<file path="src/rtl/riscv_pkg.sv">
// riscv_pkg: RV64I opcode, funct3, CSR address and writeback FSM constants
package riscv_pkg;
   localparam logic [6:0] OP_LUI    = 7'h37;
   localparam logic [6:0] OP_AUIPC  = 7'h17;
   localparam logic [6:0] OP_JAL    = 7'h6F;
   localparam logic [6:0] OP_JALR   = 7'h67;
   localparam logic [6:0] OP_LOAD   = 7'h03;
   localparam logic [6:0] OP_IMM    = 7'h13;
   localparam logic [6:0] OP_OP     = 7'h33;
   localparam logic [6:0] OP_IMM32  = 7'h1B;
   localparam logic [6:0] OP_32     = 7'h3B;
   localparam logic [6:0] OP_SYSTEM = 7'h73;
   localparam logic [2:0] F3_LB  = 3'b000;
   localparam logic [2:0] F3_LH  = 3'b001;
   localparam logic [2:0] F3_LW  = 3'b010;
   localparam logic [2:0] F3_LD  = 3'b011;
   localparam logic [2:0] F3_LBU = 3'b100;
   localparam logic [2:0] F3_LHU = 3'b101;
   localparam logic [2:0] F3_LWU = 3'b110;
   localparam logic [1:0] CSR_RW = 2'b01;
   localparam logic [1:0] CSR_RS = 2'b10;
   localparam logic [11:0] CSR_MEPC   = 12'h341;
   localparam logic [11:0] CSR_MCAUSE = 12'h342;
   localparam logic [31:0] ECALL_INSN = 32'h0000_0073;
   localparam logic [1:0] ST_RUN        = 2'd0;
   localparam logic [1:0] ST_TRAP_EPC   = 2'd1;
   localparam logic [1:0] ST_TRAP_CAUSE = 2'd2;
   localparam logic [1:0] ST_TRAP_JUMP  = 2'd3;
endpackage

</file>
<file path="src/rtl/load_align.sv">
// load_align: select the addressed byte/half/word of a dcache doubleword and extend it
module load_align
   import riscv_pkg::*;
(
   input  logic        en,
   input  logic [2:0]  funct3,
   input  logic [2:0]  offset,
   input  logic [63:0] rdata,
   output logic [63:0] result
);
   logic [7:0]  b;
   logic [15:0] h;
   logic [31:0] w;
   assign b = 8'(rdata >> {offset, 3'b000});
   assign h = 16'(rdata >> {offset[2:1], 4'b0000});
   assign w = 32'(rdata >> {offset[2], 5'b00000});
   assign result = !en               ? '0 :
                   funct3 == F3_LB  ? {{56{b[7]}}, b} :
                   funct3 == F3_LH  ? {{48{h[15]}}, h} :
                   funct3 == F3_LW  ? {{32{w[31]}}, w} :
                   funct3 == F3_LD  ? rdata :
                   funct3 == F3_LBU ? {56'b0, b} :
                   funct3 == F3_LHU ? {48'b0, h} :
                   funct3 == F3_LWU ? {32'b0, w} : '0;
endmodule

</file>
<file path="src/rtl/writeback_stage.sv">
// writeback_stage: RV64I write-back latch, register/CSR commit and ECALL trap sequencing
module writeback_stage
   import riscv_pkg::*;
#(
   parameter int                XLEN        = 64,
   parameter logic [XLEN-1:0]   ECALL_CAUSE = 64'd11
) (
   input  logic            clk,
   input  logic            rst_n,
   input  logic            ld_wb,
   input  logic            mem_v,
   input  logic [31:0]     mem_ir,
   input  logic [XLEN-1:0] mem_npc,
   input  logic [XLEN-1:0] mem_alu_result,
   input  logic [XLEN-1:0] mem_rdata,
   input  logic [XLEN-1:0] mem_csrfd,
   input  logic [XLEN-1:0] mem_rs1,
   input  logic [XLEN-1:0] mtvec,
   output logic            wb_v,
   output logic [31:0]     wb_ir,
   output logic [XLEN-1:0] wb_alu_result,
   output logic [XLEN-1:0] wb_mem_result,
   output logic [XLEN-1:0] wb_data,
   output logic            wb_ld_reg,
   output logic            wb_st_csr,
   output logic [11:0]     wb_csr_addr,
   output logic [XLEN-1:0] wb_csr_data,
   output logic            wb_cs,
   output logic            wb_cause,
   output logic            wb_stall,
   output logic            wb_redirect,
   output logic [XLEN-1:0] wb_redirect_pc
);
   logic [1:0]      state;
   logic [XLEN-1:0] wb_npc, wb_rdata, wb_csrfd, wb_rs1, src, csr_new;
   logic [6:0]      opcode;
   logic [2:0]      f3;
   logic [4:0]      rd, uimm;
   logic            run, is_ecall, writes_rd, csr_we;
   assign opcode   = wb_ir[6:0];
   assign f3       = wb_ir[14:12];
   assign rd       = wb_ir[11:7];
   assign uimm     = wb_ir[19:15];
   assign run      = state == ST_RUN;
   assign is_ecall = wb_v && wb_ir == ECALL_INSN;
   always_ff @(posedge clk or negedge rst_n)
      if (!rst_n) begin
         state         <= ST_RUN;
         wb_v          <= 1'b0;
         wb_ir         <= '0;
         wb_npc        <= '0;
         wb_alu_result <= '0;
         wb_rdata      <= '0;
         wb_csrfd      <= '0;
         wb_rs1        <= '0;
      end else begin
         state <= run ? (is_ecall ? ST_TRAP_EPC : ST_RUN) :
                  state == ST_TRAP_EPC ? ST_TRAP_CAUSE :
                  state == ST_TRAP_CAUSE ? ST_TRAP_JUMP : ST_RUN;
         if (ld_wb && !wb_stall) begin
            wb_v          <= mem_v;
            wb_ir         <= mem_ir;
            wb_npc        <= mem_npc;
            wb_alu_result <= mem_alu_result;
            wb_rdata      <= mem_rdata;
            wb_csrfd      <= mem_csrfd;
            wb_rs1        <= mem_rs1;
         end
         // the instruction behind the ECALL is killed as the redirect goes out
         if (state == ST_TRAP_JUMP) wb_v <= 1'b0;
      end
   load_align u_load_align (
      .en     (opcode == OP_LOAD),
      .funct3 (f3),
      .offset (wb_alu_result[2:0]),
      .rdata  (wb_rdata),
      .result (wb_mem_result)
   );
   assign writes_rd = opcode inside {OP_LUI, OP_AUIPC, OP_JAL, OP_JALR, OP_LOAD,
                                     OP_IMM, OP_OP, OP_IMM32, OP_32} ||
                      (opcode == OP_SYSTEM && f3 != 3'b000);
   assign wb_ld_reg = run && wb_v && rd != 5'd0 && writes_rd;
   assign wb_data   = opcode == OP_LOAD ? wb_mem_result :
                      (opcode == OP_JAL || opcode == OP_JALR) ? wb_npc :
                      opcode == OP_SYSTEM ? wb_csrfd : wb_alu_result;
   assign src     = f3[2] ? {{(XLEN-5){1'b0}}, uimm} : wb_rs1;
   assign csr_new = f3[1:0] == CSR_RW ? src :
                    f3[1:0] == CSR_RS ? (wb_csrfd | src) : (wb_csrfd & ~src);
   // set/clear forms with a zero source are pure reads
   assign csr_we = run && wb_v && opcode == OP_SYSTEM && f3[1:0] != 2'b00 &&
                   (f3[1:0] == CSR_RW || uimm != 5'd0);
   assign wb_st_csr   = csr_we || state == ST_TRAP_EPC || state == ST_TRAP_CAUSE;
   assign wb_csr_addr = state == ST_TRAP_EPC ? CSR_MEPC :
                        state == ST_TRAP_CAUSE ? CSR_MCAUSE : wb_ir[31:20];
   assign wb_csr_data = state == ST_TRAP_EPC ? wb_npc - XLEN'(4) :
                        state == ST_TRAP_CAUSE ? ECALL_CAUSE : csr_new;
   assign wb_cs          = !run;
   assign wb_cause       = state == ST_TRAP_CAUSE;
   assign wb_redirect    = state == ST_TRAP_JUMP;
   assign wb_stall       = (run && is_ecall) || state == ST_TRAP_EPC || state == ST_TRAP_CAUSE;
   assign wb_redirect_pc = mtvec & ~XLEN'(3);
endmodule

</file>
<file path="config.mk">
export PLATFORM = sky130hd
export DESIGN_NAME = writeback_stage
export DESIGN_NICKNAME = d
export VERILOG_FILES = /design/src/rtl/riscv_pkg.sv /design/src/rtl/load_align.sv /design/src/rtl/writeback_stage.sv
export SDC_FILE = /design/constraint.sdc
export NUM_CORES = 1
export LEC_CHECK = 0
export CAP_MARGIN = 5
export CORE_AREA = 3 3 304 306
export DETAILED_ROUTE_END_ITERATION = 16
export DIE_AREA = 0 0 307 309
export PLACE_DENSITY = 0.53
export SETUP_SLACK_MARGIN = 0.2
export SYNTH_ARGS = -nofsm -noshare
export SYNTH_HDL_FRONTEND = slang
export SYNTH_SLANG_ARGS = --single-unit
</file>
<file path="constraint.sdc">
create_clock -name clk -period 4.64 [get_ports clk]
set_clock_uncertainty 0.15 [all_clocks]
set_input_delay 0.928 -clock clk [delete_from_list [all_inputs] [get_ports clk]]
set_output_delay 0.928 -clock clk [all_outputs]
set_load 0.02 [all_outputs]
</file>
## Yosys cells after proc, flatten, opt, wreduce, memory -nomap -nowiden

Index checks and enable logic that the tools add are counted.

- Add/sub/neg operators: 1
- Shifts and indexed selects: 3
- Equal/unequal tests: 22
- Multiplexer cells: 24
- Reductions and logical operators: 27
- Bitwise gates (word level): 3

Operators by type and width:

| kind | number |
|---|---|
| 64-bit two-way mux | 15 |
| 64-bit AND | 1 |
| 64-bit inverter | 1 |
| 64-bit bitwise OR | 1 |
| 64-bit by 6-bit right shift with 16-bit output | 1 |
| 64-bit by 6-bit right shift with 32-bit output | 1 |
| 64-bit by 6-bit right shift with 8-bit output | 1 |
| 64-bit by 3-bit subtractor with 64-bit output (second input constant) | 1 |
| 32-bit by 7-bit equality test with 1-bit output (second input constant) | 1 |
| 32-bit two-way mux | 1 |
| 12-bit two-way mux | 2 |
| 7-bit by 5-bit equality test with 1-bit output (second input constant) | 3 |
| 7-bit by 6-bit equality test with 1-bit output (second input constant) | 3 |
| 7-bit equality test (second input constant) | 3 |
| 1-bit logical AND | 10 |
| 5-bit nonzero test | 2 |
| 3-bit equality test (second input constant) | 3 |
| 9-bit nonzero test | 1 |
| 7-bit by 2-bit equality test with 1-bit output (second input constant) | 1 |
| 1-bit logical OR | 7 |
| 2-bit equality test (second input constant) | 3 |
| 3-bit by 2-bit equality test with 1-bit output (second input constant) | 2 |
| 2-bit two-way mux | 3 |
| 2-bit by 1-bit equality test with 1-bit output (second input constant) | 2 |
| other kinds (7) | 11 |

- Output and inout bits: 371
- Bits of input ports: 420
- Logic and storage cells: 88
- Register bits: 355

## Longest topological paths before layout

- Depth in word-level cells: 10
- Mapped depth: 9
- Gate-level depth less buffers: 7

## Cells and area by module

A second synthesis with hierarchy kept.

- Cell total of the unflattened synthesis: 2010
- Area, all modules: 21001.4 um^2

By module, submodules not included:

| module | instances | area each (um^2) | cells an instance | sequential area each (um^2) |
|---|---|---|---|---|
| writeback_stage | 1 | 18662.9 | 1646 | 8883.5 |
| load_align | 1 | 2338.5 | 364 | 0.0 |

## Worst setup path after synthesis

No wires, ideal clock.

- Path type: register to output
- Start: register wb_npc[38]
- End: output port wb_csr_data[52]
- Cell stages (with the launch flop): 7
- Buffers on the path: 1
- Data required time: 3562 ps
- Setup slack: 413 ps
- Data arrival time: 3149 ps
- Cells stage by stage: dfrtp_1 > or4_1 > or4_4 > buf_6 > nor4_2 > nand2_1 > o311ai_0

- Longest elaborated chain between the ends: 2

RTL lines:

| element | line | RTL |
|---|---|---|
| from (decl) | writeback_stage.sv:35 | `logic [XLEN-1:0] wb_npc, wb_rdata, wb_csrfd, wb_rs1, src, csr_new;` |
| from (signal assigned) | writeback_stage.sv:63 | `wb_npc <= mem_npc;` |
| 64-bit by 3-bit subtractor with 64-bit output | writeback_stage.sv:95 | `assign wb_csr_data = state == ST_TRAP_EPC ? wb_npc - XLEN'(4) :` |
| 64-bit two-way mux | writeback_stage.sv:95 |  |
| to (decl) | writeback_stage.sv:27 | `output logic [XLEN-1:0] wb_csr_data,` |

No other way between the ends.

## Worst setup path after layout

- Start: register wb_npc[38]
- End: output port wb_csr_data[50]

The elaborated chain is that of the path after synthesis.

==> flow_metrics.tcl <==
set metrics [dict create \
    status "complete, no violations" \
    crit_required_ns 3.56 \
    setup_violations 0 \
    fillCellCount 8994 \
    setup.worst_path.start_class "flip-flop" \
    syn_area_per_cell_um2 10.60 \
    worstPathArrival_ns 3.41 \
    power_density_mw_per_mm2 336.3 \
    yosysUniqueCellTypes 64 \
    cts_buffers 47 \
    yosysTopAreaCell "dfrtp_1" \
    crit_type "flip-flop to output pin" \
    die_x_um 307 \
    design.die.area_mm2 0.09486 \
    synth_mux_area_frac 0.2562 \
    maxSlewHeadroom 0.4590 \
    ir_drop_uv 238.0 \
    drc 0 \
    synth_top_family_by_area "multiplexers" \
    die_height_um 309 \
    worstMarginPinSlew_ns 0.8085 \
    grt_pass1_vias 20340 \
    cts_tree "built" \
    coreArea_mm2 0.08987 \
    synth.ff_latch_count 355 \
    period_share 0.9672 \
    layout-drive-gt1-share 0.3018 \
    setup-tns-final_ns 0 \
    synth_top_flop_cell "dfrtp_1" \
    leakage_nw 13.01 \
    hold_viol 0 \
    grt_max_degree 108 \
    initial_core_util 0.2346 \
    yosys_warnings 0 \
    r2r_cells 10 \
    holdCritPathClass "primary input to async pin" \
    yosysTopAreaCellShare 0.4213 \
    synth_edf_count 0 \
    nNetsFinal 3079 \
    yosys.area_share.xor_xnor 0.01412 \
    cts_max_level 2 \
    rsz0062_at_grt "yes" \
    holdWs_ns 0.1721 \
    fin_crit_ns 4.488 \
    grt_pass1_wl_um 157800 \
    cts.clk_slew.worst_paths_ns 0.05 \
    drtPass1Iterations 5 \
    synth_simple_gate_area_frac 0.1294 \
    final-max-slew-violation-count 0 \
    maxCapViolCount 0 \
    ys_seq_area_frac 0.4213 \
    num_rows 110 \
    syn_inst 1990 \
    synth_area_mm2 0.02109 \
    grt_overflow_total 0 \
    place_congestion 0.8864 \
    antenna_found_initial 24 \
    routed_via_density 5.106 \
    max_freq_mhz 222.8 \
    crit_path_end_kind "output pin" \
    yosysMostFrequentCell "mux2_2" \
    io_pins 791 \
    async_reset_ff_frac 1.000 \
    yosys-top-cells-area "dfrtp_1 (42%), mux2_2 (20%), mux2i_1 (3.1%)" \
    synth_adder_area_share 0.002967 \
    syn2layout_area_growth_pct 52.48 \
    drt_iter0_markers 1469 \
    routed_wl_um 114500 \
    dp_hpwl_um 87900 \
    root_buffer "clkbuf_16" \
    final_antenna_net_count 0 \
    portBuffers 662 \
    clock_path_buffers 3 \
    yosys-top-cells-count "mux2_2 (378), dfrtp_1 (355), clkbuf_1 (148)" \
    grt_usage 0.2312 \
    vias 19780 \
    wl_per_cell_um 29.55 \
    path_max_fanout 5 \
    synth_compound_area_frac 0.1208 \
    clock_latency_ns 0.62 \
    cts.sinks 355 \
]
## layout by cell type, fill, tap and decap left out, types with 14 or more instances in the layout
| cell type | instances |
|---|---|
| a21oi_1 | 48 |
| nand2b_1 | 70 |
| o211ai_1 | 21 |
| nand2_1 | 96 |
| and2_1 | 40 |
| nand3_1 | 68 |
| buf_12 | 47 |
| o21ai_0 | 106 |
| xnor2_1 | 14 |
| mux2_2 | 378 |
| clkdlybuf4s50_1 | 520 |
| dlygate4sd2_1 | 47 |
| buf_4 | 163 |
| dfrtp_1 | 347 |
| dlymetal6s2s_1 | 34 |
| a221o_1 | 54 |
| a31oi_1 | 15 |
| xor2_1 | 20 |
| clkbuf_16 | 50 |
| nor3_1 | 21 |
| mux4_2 | 22 |
| a32oi_1 | 15 |
| nor2_1 | 90 |
| mux2i_1 | 63 |
## where the power goes
part           total (mW)  switching [mW]  internal, mW
clock network        3.85            1.51          2.34
registers            3.83           0.422          3.41
logic                3.13            1.60          1.53
total                10.8            3.53          7.28
## critical path, cell delays in order (launching register included)
cell and delay, ns:
dfrtp_1 0.39, or4_4 0.54, or4_4 0.47, or4_4 0.61
buf_6 0.16, buf_6 0.10, o211ai_1 0.19, o311ai_2 0.15
buf_4 0.19
## logic make-up after synthesis
kind of cell             Yosys count
adder cells (fa/ha/maj)            5
XOR/XNOR                          34
buffers and inverters            241
AND/OR/NAND/NOR                  516
AO/OA/AOI/OAI                    373
flip-flops                       355
multiplexers                     465
other                              1
## final cells by class
class,instances,area [um^2],share of cell area
clock inverters,13,175.2,0.005448
well taps,1176,1471,0.04577
diodes,11,27.53,0.0008562
repair buffers,842,8536,0.2655
clock buffers,69,1431,0.04452
flip-flops and latches,355,8896,0.2767
multi-input cells,1396,11570,0.3598
inverters,12,45.04,0.001401
## final timing paths
path / from / end / slack (ns)
worst max-delay path: wb_npc[38] / wb_csr_data[50] / 0.15
worst min-delay path: rst_n / wb_alu_result[50] / 0.17
worst max register to register: state[0] / wb_alu_result[56] / 1.32
worst min register to register: wb_rs1[33] / wb_rs1[33] / 0.35
max in group asynchronous: rst_n / wb_npc[6] / 3.17
min in group clk: wb_rs1[33] / wb_rs1[33] / 0.35
## routing by layer
layer  track usage  up-vias  wire [um]
li1              -     8667          -
met1        0.2800    10010      45530
met2        0.3926      890      55290
met3       0.06395      197       9033
met4       0.08563       18       4483
met5      0.001979        -        152
## repair_timing
item	4_1_cts	5_1_grt
cloned	2	1
gates resized for setup	231	95
setup endpoints to repair	168	79
hold buffers	0	0
pin swaps	15	18
hold endpoints to repair	0	0
buffers inserted	35	15
## through the flow
| step | area (um^2) | setup WS (ns) | std cells | utilization | total power [mW] |
|---|---|---|---|---|---|
| after CTS | 31770 | 0.05306 | 3847 | 0.3534 | 10.91 |
| after global routing | 32140 | 0.06007 | 3869 | 0.3576 | 11.27 |
| after detailed placement | 29500 | 0.1529 | 3728 | 0.3282 | 6.908 |
| after global placement | 29500 | 0.1499 | 3728 | 0.3282 | 6.878 |
| final | 32150 | 0.1521 | 3874 | 0.3577 | 10.81 |
| after floorplan | 21090 | 0.4133 | 1991 | - | 5.236 |
## registers in the layout, summed over array words and instances (netlist names)
register and count:
wb_v 1, wb_rdata 64, state 2, wb_npc 64, wb_csrfd 64, wb_alu_result 64
wb_ir 32, wb_rs1 64
(Power assumes the default switching activity.)
